==> src/rtl/uart_rx_pkg.sv <==
`default_nettype none
// ============================================================================
// Module      : uart_rx_pkg
// Description : Shared types and helpers for the UART receive deserialiser.
//               Holds the receiver state encoding, the idle line level, the
//               legal data-width bounds and the parity helper.
// Revision    : 1.0  initial release
// ============================================================================
package uart_rx_pkg;

  typedef enum logic [2:0] {
    IDLE   = 3'd0,
    START  = 3'd1,
    DATA   = 3'd2,
    PARITY = 3'd3,
    STOP   = 3'd4
  } rx_state_t;

  localparam logic IDLE_LEVEL    = 1'b1;
  localparam int   DATA_BITS_MIN = 5;
  localparam int   DATA_BITS_MAX = 9;

  // XOR of the data word, inverted for odd parity. Zero-extended inputs are
  // harmless because extra zero bits do not change the XOR.
  function automatic logic parity_of(input logic [DATA_BITS_MAX-1:0] data,
                                     input logic                     odd);
    return (^data) ^ odd;
  endfunction

endpackage
`default_nettype wire

==> src/rtl/uart_rx_deser_if.sv <==
`default_nettype none
// ============================================================================
// Module      : uart_rx_deser_if
// Description : Valid/ready output channel of the UART receive deserialiser.
//   data_out   : received word, LSB = first data bit on the wire
//   data_valid : data_out and the error flags are valid
//   data_ready : consumer accepts the word when data_valid && data_ready
//   parity_err : parity mismatch for the held word
//   frame_err  : a stop bit was sampled low for the held word
//   master = receiver side, slave = consumer side.
// Revision    : 1.0  initial release
// ============================================================================
interface uart_rx_deser_if #(
  parameter int DATA_BITS = 8
) ();

  logic [DATA_BITS-1:0] data_out;
  logic                 data_valid;
  logic                 data_ready;
  logic                 parity_err;
  logic                 frame_err;

  modport master (
    output data_out,
    output data_valid,
    output parity_err,
    output frame_err,
    input  data_ready
  );

  modport slave (
    input  data_out,
    input  data_valid,
    input  parity_err,
    input  frame_err,
    output data_ready
  );

endinterface
`default_nettype wire

==> src/rtl/uart_rx_bit_sampler.sv <==
`default_nettype none
// ============================================================================
// Module      : uart_rx_bit_sampler
// Description : Front end of the UART receiver. Synchronises the RX line,
//               runs the per-bit tick counter, detects the start edge and
//               produces one bit decision per bit period.
//   baud_clk   in  oversampled clock
//   rst_n      in  asynchronous active-low reset
//   data_tx    in  raw serial line
//   restart    in  state is changing; tick counter restarts at 0
//   in_start   in  receiver is in START (mid-bit at half period)
//   bit_val    out sampled bit value
//   bit_strobe out bit_val is valid this cycle
//   fall_edge  out synchronised line went high->low
// Build option: UART_RX_MAJORITY_EN selects a 3-sample majority vote that
//               resolves one tick after mid-bit.
// Revision    : 1.0  initial release
// ============================================================================
module uart_rx_bit_sampler
  import uart_rx_pkg::*;
#(
  parameter int OVERSAMPLE = 16
) (
  input  logic baud_clk,
  input  logic rst_n,
  input  logic data_tx,
  input  logic restart,
  input  logic in_start,
  output logic bit_val,
  output logic bit_strobe,
  output logic fall_edge
);

  localparam int                TICK_W    = $clog2(OVERSAMPLE);
  localparam logic [TICK_W-1:0] MID_START = TICK_W'(OVERSAMPLE / 2 - 1);
  localparam logic [TICK_W-1:0] LAST_TICK = TICK_W'(OVERSAMPLE - 1);

  logic              sync1;
  logic              rx_s;
  logic              rx_d;
  logic [TICK_W-1:0] tick_cnt;
  logic [TICK_W-1:0] mid_tick;
  logic              at_mid;

  // Later bits are one full period after the realigned START sample, so
  // their mid-bit is the last tick of the period.
  assign mid_tick  = in_start ? MID_START : LAST_TICK;
  assign at_mid    = (tick_cnt == mid_tick);
  assign fall_edge = rx_d & ~rx_s;

  always_ff @(posedge baud_clk or negedge rst_n) begin
    if (!rst_n) begin
      sync1    <= IDLE_LEVEL;
      rx_s     <= IDLE_LEVEL;
      rx_d     <= IDLE_LEVEL;
      tick_cnt <= '0;
    end else begin
      sync1 <= data_tx;
      rx_s  <= sync1;
      rx_d  <= rx_s;
      if (restart || tick_cnt == LAST_TICK) begin
        tick_cnt <= '0;
      end else begin
        tick_cnt <= tick_cnt + 1'b1;
      end
    end
  end

`ifdef UART_RX_MAJORITY_EN
  logic vote_a;
  logic vote_b;
  logic armed;

  // Samples at mid-1 and mid are held; the third is the live rx_s one tick
  // later, which is also when the decision is issued.
  always_ff @(posedge baud_clk or negedge rst_n) begin
    if (!rst_n) begin
      vote_a <= IDLE_LEVEL;
      vote_b <= IDLE_LEVEL;
      armed  <= 1'b0;
    end else begin
      if (tick_cnt == mid_tick - TICK_W'(1)) begin
        vote_a <= rx_s;
      end
      if (at_mid) begin
        vote_b <= rx_s;
      end
      armed <= at_mid & ~restart;
    end
  end

  assign bit_strobe = armed;
  assign bit_val    = (vote_a & vote_b) | (vote_a & rx_s) | (vote_b & rx_s);
`else
  assign bit_strobe = at_mid;
  assign bit_val    = rx_s;
`endif

endmodule
`default_nettype wire

==> src/rtl/uart_rx_deser.sv <==
`default_nettype none
// ============================================================================
// Module      : uart_rx_deser
// Description : Parametrised UART receive deserialiser on an oversampled
//               clock. Detects start bits, samples each bit mid-period,
//               checks parity and stop bits and presents the word through a
//               valid/ready output register.
//   baud_clk in  oversampled clock (OVERSAMPLE ticks per bit)
//   rst_n    in  asynchronous active-low reset
//   data_tx  in  serial line, idle high
//   busy     out high whenever a frame is in progress
//   overrun  out one-cycle pulse: frame dropped because the word was held
//   rx_if    master modport: data_out/data_valid/data_ready/parity_err/
//            frame_err
// Build option: UART_RX_MAJORITY_EN enables 3-sample majority voting.
// Revision    : 1.0  initial release
// ============================================================================
module uart_rx_deser
  import uart_rx_pkg::*;
#(
  parameter int DATA_BITS  = 8,
  parameter int OVERSAMPLE = 16,
  parameter int PARITY_EN  = 1,
  parameter int PARITY_ODD = 0,
  parameter int STOP_BITS  = 1
) (
  input  logic                   baud_clk,
  input  logic                   rst_n,
  input  logic                   data_tx,
  output logic                   busy,
  output logic                   overrun,
  uart_rx_deser_if.master        rx_if
);

  localparam int CNT_W = $clog2(DATA_BITS);

  if (DATA_BITS < DATA_BITS_MIN || DATA_BITS > DATA_BITS_MAX) begin : g_cfg_check
    $error("uart_rx_deser: DATA_BITS out of range");
  end

  rx_state_t            state;
  rx_state_t            next_state;
  logic                 restart;
  logic                 bit_val;
  logic                 bit_strobe;
  logic                 fall_edge;
  logic [DATA_BITS-1:0] shreg;
  logic [CNT_W-1:0]     bit_cnt;
  logic                 stop_cnt;
  logic                 par_err_c;
  logic                 frm_err_c;
  logic                 last_data;
  logic                 last_stop;
  logic                 frame_done;
  logic                 frm_err_now;
  logic                 load;

  uart_rx_bit_sampler #(
    .OVERSAMPLE (OVERSAMPLE)
  ) u_sampler (
    .baud_clk   (baud_clk),
    .rst_n      (rst_n),
    .data_tx    (data_tx),
    .restart    (restart),
    .in_start   (state == START),
    .bit_val    (bit_val),
    .bit_strobe (bit_strobe),
    .fall_edge  (fall_edge)
  );

  assign last_data = (bit_cnt == CNT_W'(DATA_BITS - 1));
  assign last_stop = (stop_cnt == 1'(STOP_BITS - 1));

  // State register
  always_ff @(posedge baud_clk or negedge rst_n) begin
    if (!rst_n) begin
      state <= IDLE;
    end else begin
      state <= next_state;
    end
  end

  // Next-state logic
  always_comb begin
    next_state = state;
    case (state)
      IDLE:    if (fall_edge) next_state = START;
      START:   if (bit_strobe) next_state = bit_val ? IDLE : DATA;
      DATA:    if (bit_strobe && last_data)
                 next_state = (PARITY_EN != 0) ? PARITY : STOP;
      PARITY:  if (bit_strobe) next_state = STOP;
      STOP:    if (bit_strobe && last_stop) next_state = IDLE;
      default: next_state = IDLE;
    endcase
  end

  // FSM outputs. The frame completes at the last stop mid-sample so the
  // receiver is back in IDLE in time to catch a start bit that follows
  // immediately.
  always_comb begin
    busy        = (state != IDLE);
    restart     = (next_state != state);
    frame_done  = (state == STOP) && bit_strobe && last_stop;
    frm_err_now = frm_err_c | ~bit_val;
    load        = frame_done && (!rx_if.data_valid || rx_if.data_ready);
  end

  // Frame datapath: shift register, counters and error candidates.
  always_ff @(posedge baud_clk or negedge rst_n) begin
    if (!rst_n) begin
      shreg     <= '1;
      bit_cnt   <= '0;
      stop_cnt  <= 1'b0;
      par_err_c <= 1'b0;
      frm_err_c <= 1'b0;
    end else if (bit_strobe) begin
      case (state)
        START: begin
          bit_cnt   <= '0;
          stop_cnt  <= 1'b0;
          par_err_c <= 1'b0;
          frm_err_c <= 1'b0;
        end
        DATA: begin
          // LSB arrives first: shift in at the top, move right.
          shreg   <= {bit_val, shreg[DATA_BITS-1:1]};
          bit_cnt <= bit_cnt + 1'b1;
        end
        PARITY: begin
          par_err_c <= parity_of(DATA_BITS_MAX'(shreg), PARITY_ODD != 0) ^ bit_val;
        end
        STOP: begin
          stop_cnt <= stop_cnt + 1'b1;
          if (!bit_val) frm_err_c <= 1'b1;
        end
        default: ;
      endcase
    end
  end

  // Output register with valid/ready handshake.
  always_ff @(posedge baud_clk or negedge rst_n) begin
    if (!rst_n) begin
      rx_if.data_out   <= '0;
      rx_if.data_valid <= 1'b0;
      rx_if.parity_err <= 1'b0;
      rx_if.frame_err  <= 1'b0;
      overrun          <= 1'b0;
    end else begin
      overrun <= frame_done && rx_if.data_valid && !rx_if.data_ready;
      if (load) begin
        rx_if.data_out   <= shreg;
        rx_if.parity_err <= par_err_c;
        rx_if.frame_err  <= frm_err_now;
        rx_if.data_valid <= 1'b1;
      end else if (rx_if.data_valid && rx_if.data_ready) begin
        rx_if.data_valid <= 1'b0;
      end
    end
  end

endmodule
`default_nettype wire

==> src/flat_wrapper.sv <==
// flat-port wrapper written by rule: the top's interface ports become plain ports
module uart_rx_deser_flat import uart_rx_pkg::*;
#(
  parameter int DATA_BITS  = 8,
  parameter int OVERSAMPLE = 16,
  parameter int PARITY_EN  = 1,
  parameter int PARITY_ODD = 0,
  parameter int STOP_BITS  = 1
)
  (baud_clk, rst_n, data_tx, busy, overrun, rx_if_data_out, rx_if_data_valid, rx_if_parity_err, rx_if_frame_err, rx_if_data_ready);
  uart_rx_deser_if #(.DATA_BITS(DATA_BITS)) rx_if_i ();
  input  logic baud_clk;
  input  logic rst_n;
  input  logic data_tx;
  output logic busy;
  output logic overrun;
  output wire logic [$bits(rx_if_i.data_out)-1:0] rx_if_data_out;
  output wire logic [$bits(rx_if_i.data_valid)-1:0] rx_if_data_valid;
  output wire logic [$bits(rx_if_i.parity_err)-1:0] rx_if_parity_err;
  output wire logic [$bits(rx_if_i.frame_err)-1:0] rx_if_frame_err;
  input wire logic [$bits(rx_if_i.data_ready)-1:0] rx_if_data_ready;
  assign rx_if_data_out = rx_if_i.data_out;
  assign rx_if_data_valid = rx_if_i.data_valid;
  assign rx_if_parity_err = rx_if_i.parity_err;
  assign rx_if_frame_err = rx_if_i.frame_err;
  assign rx_if_i.data_ready = rx_if_data_ready;
  uart_rx_deser #(.DATA_BITS(DATA_BITS), .OVERSAMPLE(OVERSAMPLE), .PARITY_EN(PARITY_EN), .PARITY_ODD(PARITY_ODD), .STOP_BITS(STOP_BITS)) u_core (.baud_clk(baud_clk), .rst_n(rst_n), .data_tx(data_tx), .busy(busy), .overrun(overrun), .rx_if(rx_if_i));
endmodule
==> config.mk <==
export PLATFORM = sky130hd
export DESIGN_NAME = uart_rx_deser_flat
export DESIGN_NICKNAME = d
export VERILOG_FILES = /design/src/rtl/uart_rx_pkg.sv /design/src/rtl/uart_rx_deser_if.sv /design/src/rtl/uart_rx_bit_sampler.sv /design/src/rtl/uart_rx_deser.sv /design/src/flat_wrapper.sv
export SDC_FILE = /design/constraint.sdc
export NUM_CORES = 1
export LEC_CHECK = 0
export BUFFER_PORTS_ARGS = -buffer_cell sky130_fd_sc_hd__buf_2
export CELL_PAD_IN_SITES_DETAIL_PLACEMENT = 0
export CELL_PAD_IN_SITES_GLOBAL_PLACEMENT = 1
export CORE_AREA = 2 2 65 67
export CTS_CLUSTER_DIAMETER = 40
export CTS_CLUSTER_SIZE = 16
export DETAILED_ROUTE_END_ITERATION = 16
export DIE_AREA = 0 0 67 69
export MAX_ROUTING_LAYER = met4
export PLACE_DENSITY_LB_ADDON = 0.15
export RECOVER_POWER = 50
export SYNTH_ARGS = -nofsm -noshare
export SYNTH_HDL_FRONTEND = slang
export SYNTH_SLANG_ARGS = --single-unit
==> constraint.sdc <==
create_clock -name baud_clk -period 1.8 [get_ports baud_clk]
set_clock_uncertainty 0.15 [all_clocks]
set_input_delay 0.09 -clock baud_clk [delete_from_list [all_inputs] [get_ports baud_clk]]
set_output_delay 0.09 -clock baud_clk [all_outputs]
set_load 0.005 [all_outputs]
==> metrics.txt, run 1 <==
# TYPE chip_impl_metric gauge
chip_impl_info{name="critical_path_class",value="reg2reg"} 1
chip_impl_metric{name="antenna_cells_inserted",unit=""} 0
chip_impl_metric{name="cellInternalPower",unit="W"} 0.00150
chip_impl_metric{name="achievable-frequency",unit="GHz"} 0.564
chip_impl_metric{name="fp.dieH",unit="um"} 69
chip_impl_metric{name="comb_power_share",unit=""} 0.277
chip_impl_metric{name="chipWidth",unit="um"} 67
chip_impl_metric{name="min_period_over_period",unit=""} 0.985
chip_impl_metric{name="critical_path_peak_fanout",unit=""} 10
chip_impl_metric{name="report.final.setup_viol",unit=""} 0
chip_impl_metric{name="synth_edf_count",unit=""} 0
chip_impl_metric{name="worst-path-stages",unit=""} 6
chip_impl_metric{name="synth_compound_gate_area_share",unit=""} 0.0486
chip_impl_metric{name="final_layout_size_suffix_gt1_frac",unit=""} 0.362
chip_impl_metric{name="synth_cell_type_count",unit=""} 31
chip_impl_info{name="critical_path.endpoint_type",value="flop"} 1
chip_impl_metric{name="ys_warn_count",unit=""} 0
chip_impl_metric{name="worst_pin_slew",unit="ps"} 874
chip_impl_metric{name="hold_path_depth",unit=""} 0
chip_impl_metric{name="design_power_total",unit="W"} 0.00212
chip_impl_metric{name="clock_sink_count",unit=""} 36
chip_impl_metric{name="max_slew_margin",unit=""} 0.418
chip_impl_metric{name="swShare",unit=""} 0.293
chip_impl_metric{name="timing.final.max_slew_violations",unit=""} 0
chip_impl_metric{name="sequentialPowerShare",unit=""} 0.470
chip_impl_info{name="critical-path-slowest-cell",value="sky130_fd_sc_hd__dfrtp_1"} 1
chip_impl_metric{name="routed-via-count",unit=""} 1071
chip_impl_metric{name="synthToLayoutAreaGrowth",unit="%"} 25.1
chip_impl_info{name="tritoncts",value="done"} 1
chip_impl_metric{name="routabilityCongestion",unit=""} 0.810
chip_impl_info{name="rsz0062_at_grt",value="yes"} 1
chip_impl_metric{name="design.die.area",unit="um2"} 4620
chip_impl_metric{name="cp.required",unit="ps"} 1810
chip_impl_metric{name="synth_adder_area_share",unit=""} 0.0239
chip_impl_metric{name="final_hold_viol_count",unit=""} 0
chip_impl_metric{name="drt-vias-per-instance",unit=""} 4.78
chip_impl_metric{name="critPathMaxStageDelay",unit="ps"} 390
chip_impl_metric{name="yosys-mux-area-fraction",unit=""} 0.0717
chip_impl_metric{name="power_density",unit="nW/um2"} 1080
chip_impl_metric{name="worst-endpoint-arrival",unit="ps"} 1790
chip_impl_metric{name="fp-row-count",unit=""} 23
chip_impl_metric{name="portBuffers",unit=""} 16
chip_impl_metric{name="ys_seq_area_frac",unit=""} 0.582
chip_impl_info{name="cts.root.buffer_cell",value="sky130_fd_sc_hd__clkbuf_8"} 1
chip_impl_metric{name="tritoncts.num_buffers",unit=""} 5
chip_impl_metric{name="number_of_setup_buffers_added_after_cts",unit=""} 0
chip_impl_metric{name="max-clock-path-buffers",unit=""} 2
chip_impl_metric{name="synth_simple_gate_area_frac",unit=""} 0.181
chip_impl_info{name="mostFrequentLayoutCells",value="sky130_fd_sc_hd__nand2_1 (26), sky130_fd_sc_hd__dfrtp_1 (25), sky130_fd_sc_hd__buf_2 (16)"} 1
chip_impl_metric{name="synthesized_flop_and_latch_total",unit=""} 36
chip_impl_info{name="hold_path.class",value="reg2reg"} 1
chip_impl_metric{name="grt_pass1_vias",unit=""} 1140
chip_impl_metric{name="placement.setup.worst_slack",unit="ps"} -60.9
chip_impl_metric{name="power.switching",unit="W"} 0.000622
chip_impl_metric{name="antenna_violating_nets_post_route",unit=""} 0
chip_impl_metric{name="worst_slack",unit="ps"} 26.8
chip_impl_metric{name="design.core.area",unit="um2"} 3910
chip_impl_metric{name="worstRegToRegCells",unit=""} 6
chip_impl_metric{name="h_tree_levels",unit=""} 2
chip_impl_metric{name="antenna_violations_before_repair",unit=""} 0
chip_impl_metric{name="grt_overflow",unit=""} 0
chip_impl_info{name="path_cells",value="ha_4 > and3_4 > nand4b_4 > nor2b_4 > buf_12 > mux2_2"} 1
chip_impl_metric{name="grt_pass1_wl",unit="um"} 5200
chip_impl_info{name="path_delay_family",value="simple AND/OR/NAND/NOR gates"} 1
chip_impl_metric{name="grt_use_total",unit=""} 0.152
chip_impl_metric{name="post-route-min-period",unit="ps"} 1770
chip_impl_metric{name="dpl_cell_area",unit="um2"} 1840
chip_impl_metric{name="drt-initial-drc-count",unit=""} 39
chip_impl_metric{name="async_reset_ff_frac",unit=""} 1.00
chip_impl_info{name="layout.cells.most_common",value="sky130_fd_sc_hd__nand2_1"} 1
chip_impl_metric{name="finalCoreUtilization",unit=""} 0.502
chip_impl_metric{name="ir_drop",unit="mV"} 0.525
chip_impl_metric{name="drt_wl_total",unit="um"} 2850
chip_impl_metric{name="avgSynthCellArea",unit="um2"} 11.6
chip_impl_metric{name="largest_net_degree_at_the_start_of_global_routing",unit=""} 37
chip_impl_metric{name="p_clk_frac",unit=""} 0.253
chip_impl_info{name="worstSetupStartpointType",value="flop"} 1
chip_impl_metric{name="xor_xnor_share_of_the_synthesized_area",unit=""} 0.0645
chip_impl_metric{name="detail_route.first_pass.iterations",unit=""} 4
chip_impl_metric{name="clock_latency",unit="ps"} 280
chip_impl_metric{name="clkSlewWorstSetupHoldPaths",unit="ps"} 70
chip_impl_metric{name="syn-num-nets",unit=""} 142
chip_impl_info{name="yosys_most_used_dff",value="sky130_fd_sc_hd__dfrtp_1"} 1
chip_impl_metric{name="dp.final_hpwl",unit="um"} 2020
chip_impl_metric{name="pin_count",unit=""} 17
chip_impl_metric{name="cap_viol_max_count",unit=""} 0
chip_impl_metric{name="initial_standard_cell_utilization_of_the_core",unit=""} 0.401
chip_impl_metric{name="drc",unit=""} 0
chip_impl_metric{name="syn_inst",unit=""} 135
chip_impl_info{name="dominant_combinational_cell_family_by_area_after_synthesis",value="simple AND/OR/NAND/NOR gates"} 1
chip_impl_metric{name="final_cell_area",unit="um2"} 1960
chip_impl_metric{name="critical_path.n_buffers_inverters",unit=""} 1
chip_impl_metric{name="wl_per_cell",unit="um"} 12.7
chip_impl_metric{name="post_synth_instance_area",unit="um2"} 1570
chip_impl_info{name="run_status",value="complete, no violations"} 1
chip_impl_metric{name="leakage",unit="nW"} 1.01
chip_impl_metric{name="nets",unit=""} 180
-- registers in the layout, summed over array words and instances, names as in the netlist, 3 cells and up --
name and count:
u_core.shreg 8, u_core.bit_cnt 3, u_core.state 3, u_core.u_sampler.tick_cnt 4, u_core.rx_if.data_out 8
-- layer usage --
metal,GRT usage,wire (um),up-vias
met3,0.0408,107,5
met2,0.219,1270,25
met5,-,0,-
met1,0.200,1420,513
met4,0.0703,51,0
li1,-,-,528
-- final timing paths --
path                       slack, ps                          from                            to
setup / recovery                  30  u_core.u_sampler.tick_cnt[1]      u_core.rx_if.data_out[0]
hold / removal                   210        u_core.u_sampler.sync1      u_core.u_sampler.bit_val
setup reg to reg                  30  u_core.u_sampler.tick_cnt[1]      u_core.rx_if.data_out[0]
hold reg to reg                  210        u_core.u_sampler.sync1      u_core.u_sampler.bit_val
max in group asynchronous        570                         rst_n      u_core.rx_if.data_out[1]
min in group asynchronous        380                         rst_n  u_core.u_sampler.tick_cnt[2]
-- cell usage after synthesis, types with 3 or more instances --
| cell | n | area, um2 |
|---|---|---|
| sky130_fd_sc_hd__xnor2_1 | 7 | 61.3 |
| sky130_fd_sc_hd__nor2_1 | 9 | 33.8 |
| sky130_fd_sc_hd__ha_1 | 3 | 37.5 |
| sky130_fd_sc_hd__mux2_2 | 9 | 101 |
| sky130_fd_sc_hd__nand2b_1 | 3 | 18.8 |
| sky130_fd_sc_hd__o21ai_0 | 4 | 20.0 |
| sky130_fd_sc_hd__dfrtp_1 | 25 | 626 |
| sky130_fd_sc_hd__nand2_1 | 26 | 97.6 |
| sky130_fd_sc_hd__dfstp_2 | 11 | 289 |
| sky130_fd_sc_hd__nand3_1 | 10 | 50.1 |
-- cells by family (layout without fill, tap and decap cells) --
kind of cell | count (synthesis) | count (layout)
and+or+nand+nor | 58 | 58
DFF | 36 | 36
AOI/OAI and AO/OA | 11 | 11
xor gates and xnor gates | 10 | 10
muxes | 10 | 10
buffers and inverters | 7 | 46
adders and majority gates | 3 | 3
-- timing repair --
item / in CTS / in global routing
setup endpoints to repair: 11 / 11
gates cloned: 0 / 0
gates resized for setup: 3 / 1
hold endpoints to repair: 28 / 0
hold buffers: 3 / 0
-- area by class of cell --
type	instances	area, um2
Sequential cell	36	915
Inverter	2	7.51
Multi-Input combinational cell	92	639
Clock buffer	8	80.1
Fill cell	370	1950
Timing Repair Buffer	36	260
Tap cell	50	62.6
-- power by group through the flow --
stage	clock network (W)	registers, W	logic, W
6_report	0.000536	0.000997	0.000588
3_5_place_dp	0	0.00101	0.000581
2_1_floorplan	0	0.00102	0.000348
3_3_place_gp	0	0.00100	0.000574
5_1_grt	0.000592	0.00101	0.000682
4_1_cts	0.000558	0.000997	0.000592
-- stage by stage --
step / setup TNS [ps] / hold slack (ps) / std cells
4_1_cts: 0 / 213 / 224
2_1_floorplan: -5.44 / -356 / 135
6_report: 0 / 211 / 224
3_3_place_gp: -250 / -3.57 / 213
5_1_grt: -447 / 216 / 224
3_5_place_dp: -487 / 4.26 / 213
No activity file was read; power rests on OpenSTA's default activity.
==> inputs of run 2 (changes only) <==
==> constraint.sdc (replaced) <==
create_clock -name baud_clk -period 1.45 [get_ports baud_clk]
set_clock_uncertainty 0.15 [all_clocks]
set_input_delay 0.0725 -clock baud_clk [delete_from_list [all_inputs] [get_ports baud_clk]]
set_output_delay 0.0725 -clock baud_clk [all_outputs]
set_load 0.005 [all_outputs]
==> metrics.txt, run 2 (synthesized netlist as in run 1, its figures left out) <==
# TYPE chip_impl_metric gauge
chip_impl_metric{name="register_area",unit="um2"} 915
chip_impl_metric{name="clkSlewWorstSetupHoldPaths",unit="ps"} 60
chip_impl_metric{name="numPlacedInstances",unit=""} 221
chip_impl_info{name="cts.root.buffer_cell",value="sky130_fd_sc_hd__clkbuf_8"} 1
chip_impl_metric{name="chipWidth",unit="um"} 67
chip_impl_metric{name="drt-initial-drc-count",unit=""} 23
chip_impl_metric{name="tritoncts.num_buffers",unit=""} 5
chip_impl_metric{name="antenna_cells_inserted",unit=""} 0
chip_impl_info{name="rsz0062_at_grt",value="yes"} 1
chip_impl_metric{name="drc",unit=""} 0
chip_impl_metric{name="max_slew_margin",unit=""} 0.430
chip_impl_metric{name="worst-endpoint-arrival",unit="ps"} 1790
chip_impl_metric{name="largest_net_degree_at_the_start_of_global_routing",unit=""} 37
chip_impl_metric{name="power_density",unit="nW/um2"} 1340
chip_impl_metric{name="initial_standard_cell_utilization_of_the_core",unit=""} 0.401
chip_impl_metric{name="h_tree_levels",unit=""} 2
chip_impl_metric{name="report.final.setup_viol",unit=""} 32
chip_impl_metric{name="clock_latency",unit="ps"} 290
chip_impl_metric{name="final_cell_area",unit="um2"} 2220
chip_impl_metric{name="worst_slack",unit="ps"} -321
chip_impl_metric{name="grt_pass1_wl",unit="um"} 5740
chip_impl_metric{name="drt-vias-per-instance",unit=""} 4.78
chip_impl_metric{name="routabilityCongestion",unit=""} 0.821
chip_impl_metric{name="antenna_violating_nets_post_route",unit=""} 0
chip_impl_info{name="largest_registers",value="u_core.rx_if.data_out x8, u_core.shreg x8, u_core.u_sampler.tick_cnt x4"} 1
chip_impl_info{name="violations",value="setup timing"} 1
chip_impl_metric{name="cap_viol_max_count",unit=""} 0
chip_impl_info{name="layout.cells.most_common",value="sky130_fd_sc_hd__dfrtp_1"} 1
chip_impl_info{name="crit_start",value="u_core.u_sampler.tick_cnt[1]"} 1
chip_impl_metric{name="layout.filler_cells",unit=""} 360
chip_impl_metric{name="design.die.area",unit="um2"} 4620
chip_impl_metric{name="critical_path_peak_fanout",unit=""} 10
chip_impl_metric{name="max-clock-path-buffers",unit=""} 2
chip_impl_metric{name="dpl_cell_area",unit="um2"} 1920
chip_impl_info{name="tritoncts",value="done"} 1
chip_impl_info{name="critical_path_class",value="reg2reg"} 1
chip_impl_metric{name="post-route-min-period",unit="ps"} 1770
chip_impl_metric{name="multiInputGateArea",unit="um2"} 747
chip_impl_metric{name="fp.dieH",unit="um"} 69
chip_impl_metric{name="achievable-frequency",unit="GHz"} 0.565
chip_impl_metric{name="ir_drop",unit="mV"} 0.705
chip_impl_info{name="mostFrequentLayoutCells",value="sky130_fd_sc_hd__dfrtp_1 (25), sky130_fd_sc_hd__buf_4 (22), sky130_fd_sc_hd__nand2_1 (17)"} 1
chip_impl_info{name="worstSetupStartpointType",value="flop"} 1
chip_impl_info{name="critical_path.endpoint_type",value="flop"} 1
chip_impl_info{name="timing.rr.start",value="u_core.u_sampler.tick_cnt[1]"} 1
chip_impl_metric{name="design.core.area",unit="um2"} 3910
chip_impl_metric{name="antenna_violations_before_repair",unit=""} 0
chip_impl_metric{name="dp.final_hpwl",unit="um"} 2170
chip_impl_metric{name="detail_route.first_pass.iterations",unit=""} 4
chip_impl_metric{name="nets",unit=""} 196
chip_impl_metric{name="clock_sink_count",unit=""} 36
chip_impl_metric{name="leakage",unit="nW"} 1.18
chip_impl_metric{name="placement.setup.worst_slack",unit="ps"} -359
chip_impl_metric{name="routed-via-count",unit=""} 1142
chip_impl_metric{name="synthToLayoutAreaGrowth",unit="%"} 41.4
chip_impl_info{name="hold_start",value="u_core.u_sampler.sync1"} 1
chip_impl_metric{name="grt_overflow",unit=""} 0
chip_impl_metric{name="portBuffers",unit=""} 16
chip_impl_metric{name="finalCoreUtilization",unit=""} 0.567
chip_impl_metric{name="timing.final.max_slew_violations",unit=""} 0
chip_impl_info{name="hold_path.class",value="reg2reg"} 1
chip_impl_info{name="run_status",value="finished, violations left"} 1
chip_impl_metric{name="min_period_over_period",unit=""} 1.22
chip_impl_metric{name="final_hold_viol_count",unit=""} 0
chip_impl_metric{name="pin_count",unit=""} 17
chip_impl_metric{name="instances_no_fill",unit=""} 239
chip_impl_metric{name="cp.required",unit="ps"} 1470
chip_impl_metric{name="drt_wl_total",unit="um"} 3310
chip_impl_metric{name="grt_use_total",unit=""} 0.170
chip_impl_metric{name="final_layout_size_suffix_gt1_frac",unit=""} 0.524
chip_impl_metric{name="wl_per_cell",unit="um"} 13.9
chip_impl_metric{name="grt_pass1_vias",unit=""} 1230
chip_impl_metric{name="fp-row-count",unit=""} 23
chip_impl_metric{name="worst_pin_slew",unit="ps"} 856
==> run 2: metrics by stage <==
stage	total power, W	hold slack (ps)	TNS [ps]
final	0.00297	212	-7010
after global routing	0.00315	221	-8870
after CTS	0.00292	125	-6510
after detailed placement	0.00207	-101	-6850
after global placement	0.00204	-103	-5710
after floorplan	0.00171	-373	-4650
==> run 2: timing repair <==
item | in CTS | in global routing
endpoints found under the setup margin | 31 | 32
endpoints found under the hold margin | 39 | 0
setup buffers | 5 | 4
pin swaps | 11 | 5
hold buffers | 3 | 0
gates resized for setup | 30 | 8
cloned | 1 | 0
==> run 2: area by class of cell <==
class,count,share of cell area
inverters,2,0.00338
clock buffers,6,0.0327
flip-flops and latches,36,0.412
repair buffers,52,0.185
multi-input cells,92,0.337
well taps,50,0.0282
clock inverters,1,0.00225
==> run 2: path summary, 6_finish.rpt <==
kind / to / slack, ps / cells past startpoint
hold reg to reg: u_core.u_sampler.bit_val / 210 / 0
max in group asynchronous: u_core.u_sampler.tick_cnt[3] / 260 / 3
min in group asynchronous: u_core.bit_cnt[2] / 350 / 3
setup reg to reg: u_core.rx_if.data_out[1] / -320 / 6
hold / removal: u_core.u_sampler.bit_val / 210 / 0
setup / recovery: u_core.rx_if.data_out[1] / -320 / 6
==> run 2: routing by layer <==
metal / share of wire / GRT usage / wire [um] / vias to the layer above
li1: - / - / - / 564
met1: 0.45 / 0.205 / 1480 / 551
met2: 0.50 / 0.265 / 1650 / 20
met3: 0.035 / 0.0440 / 115 / 7
met4: 0.021 / 0.0748 / 71 / 0
met5: 0 / - / 0 / -
==> run 2: critical path, stage by stage (launching register included) <==
cell and delay [ps]:
sky130_fd_sc_hd__dfrtp_1 410, sky130_fd_sc_hd__ha_4 150, sky130_fd_sc_hd__and3_4 200, sky130_fd_sc_hd__nand4b_4 120, sky130_fd_sc_hd__nor2b_4 150, sky130_fd_sc_hd__buf_12 140
sky130_fd_sc_hd__mux2_2 330
==> run 2: power breakdown <==
part           leakage [nW]  internal [W]  switching [W]
combinational         0.687      0.000593       0.000471
sequential            0.451       0.00114       0.000101
clock                0.0410      0.000326       0.000330
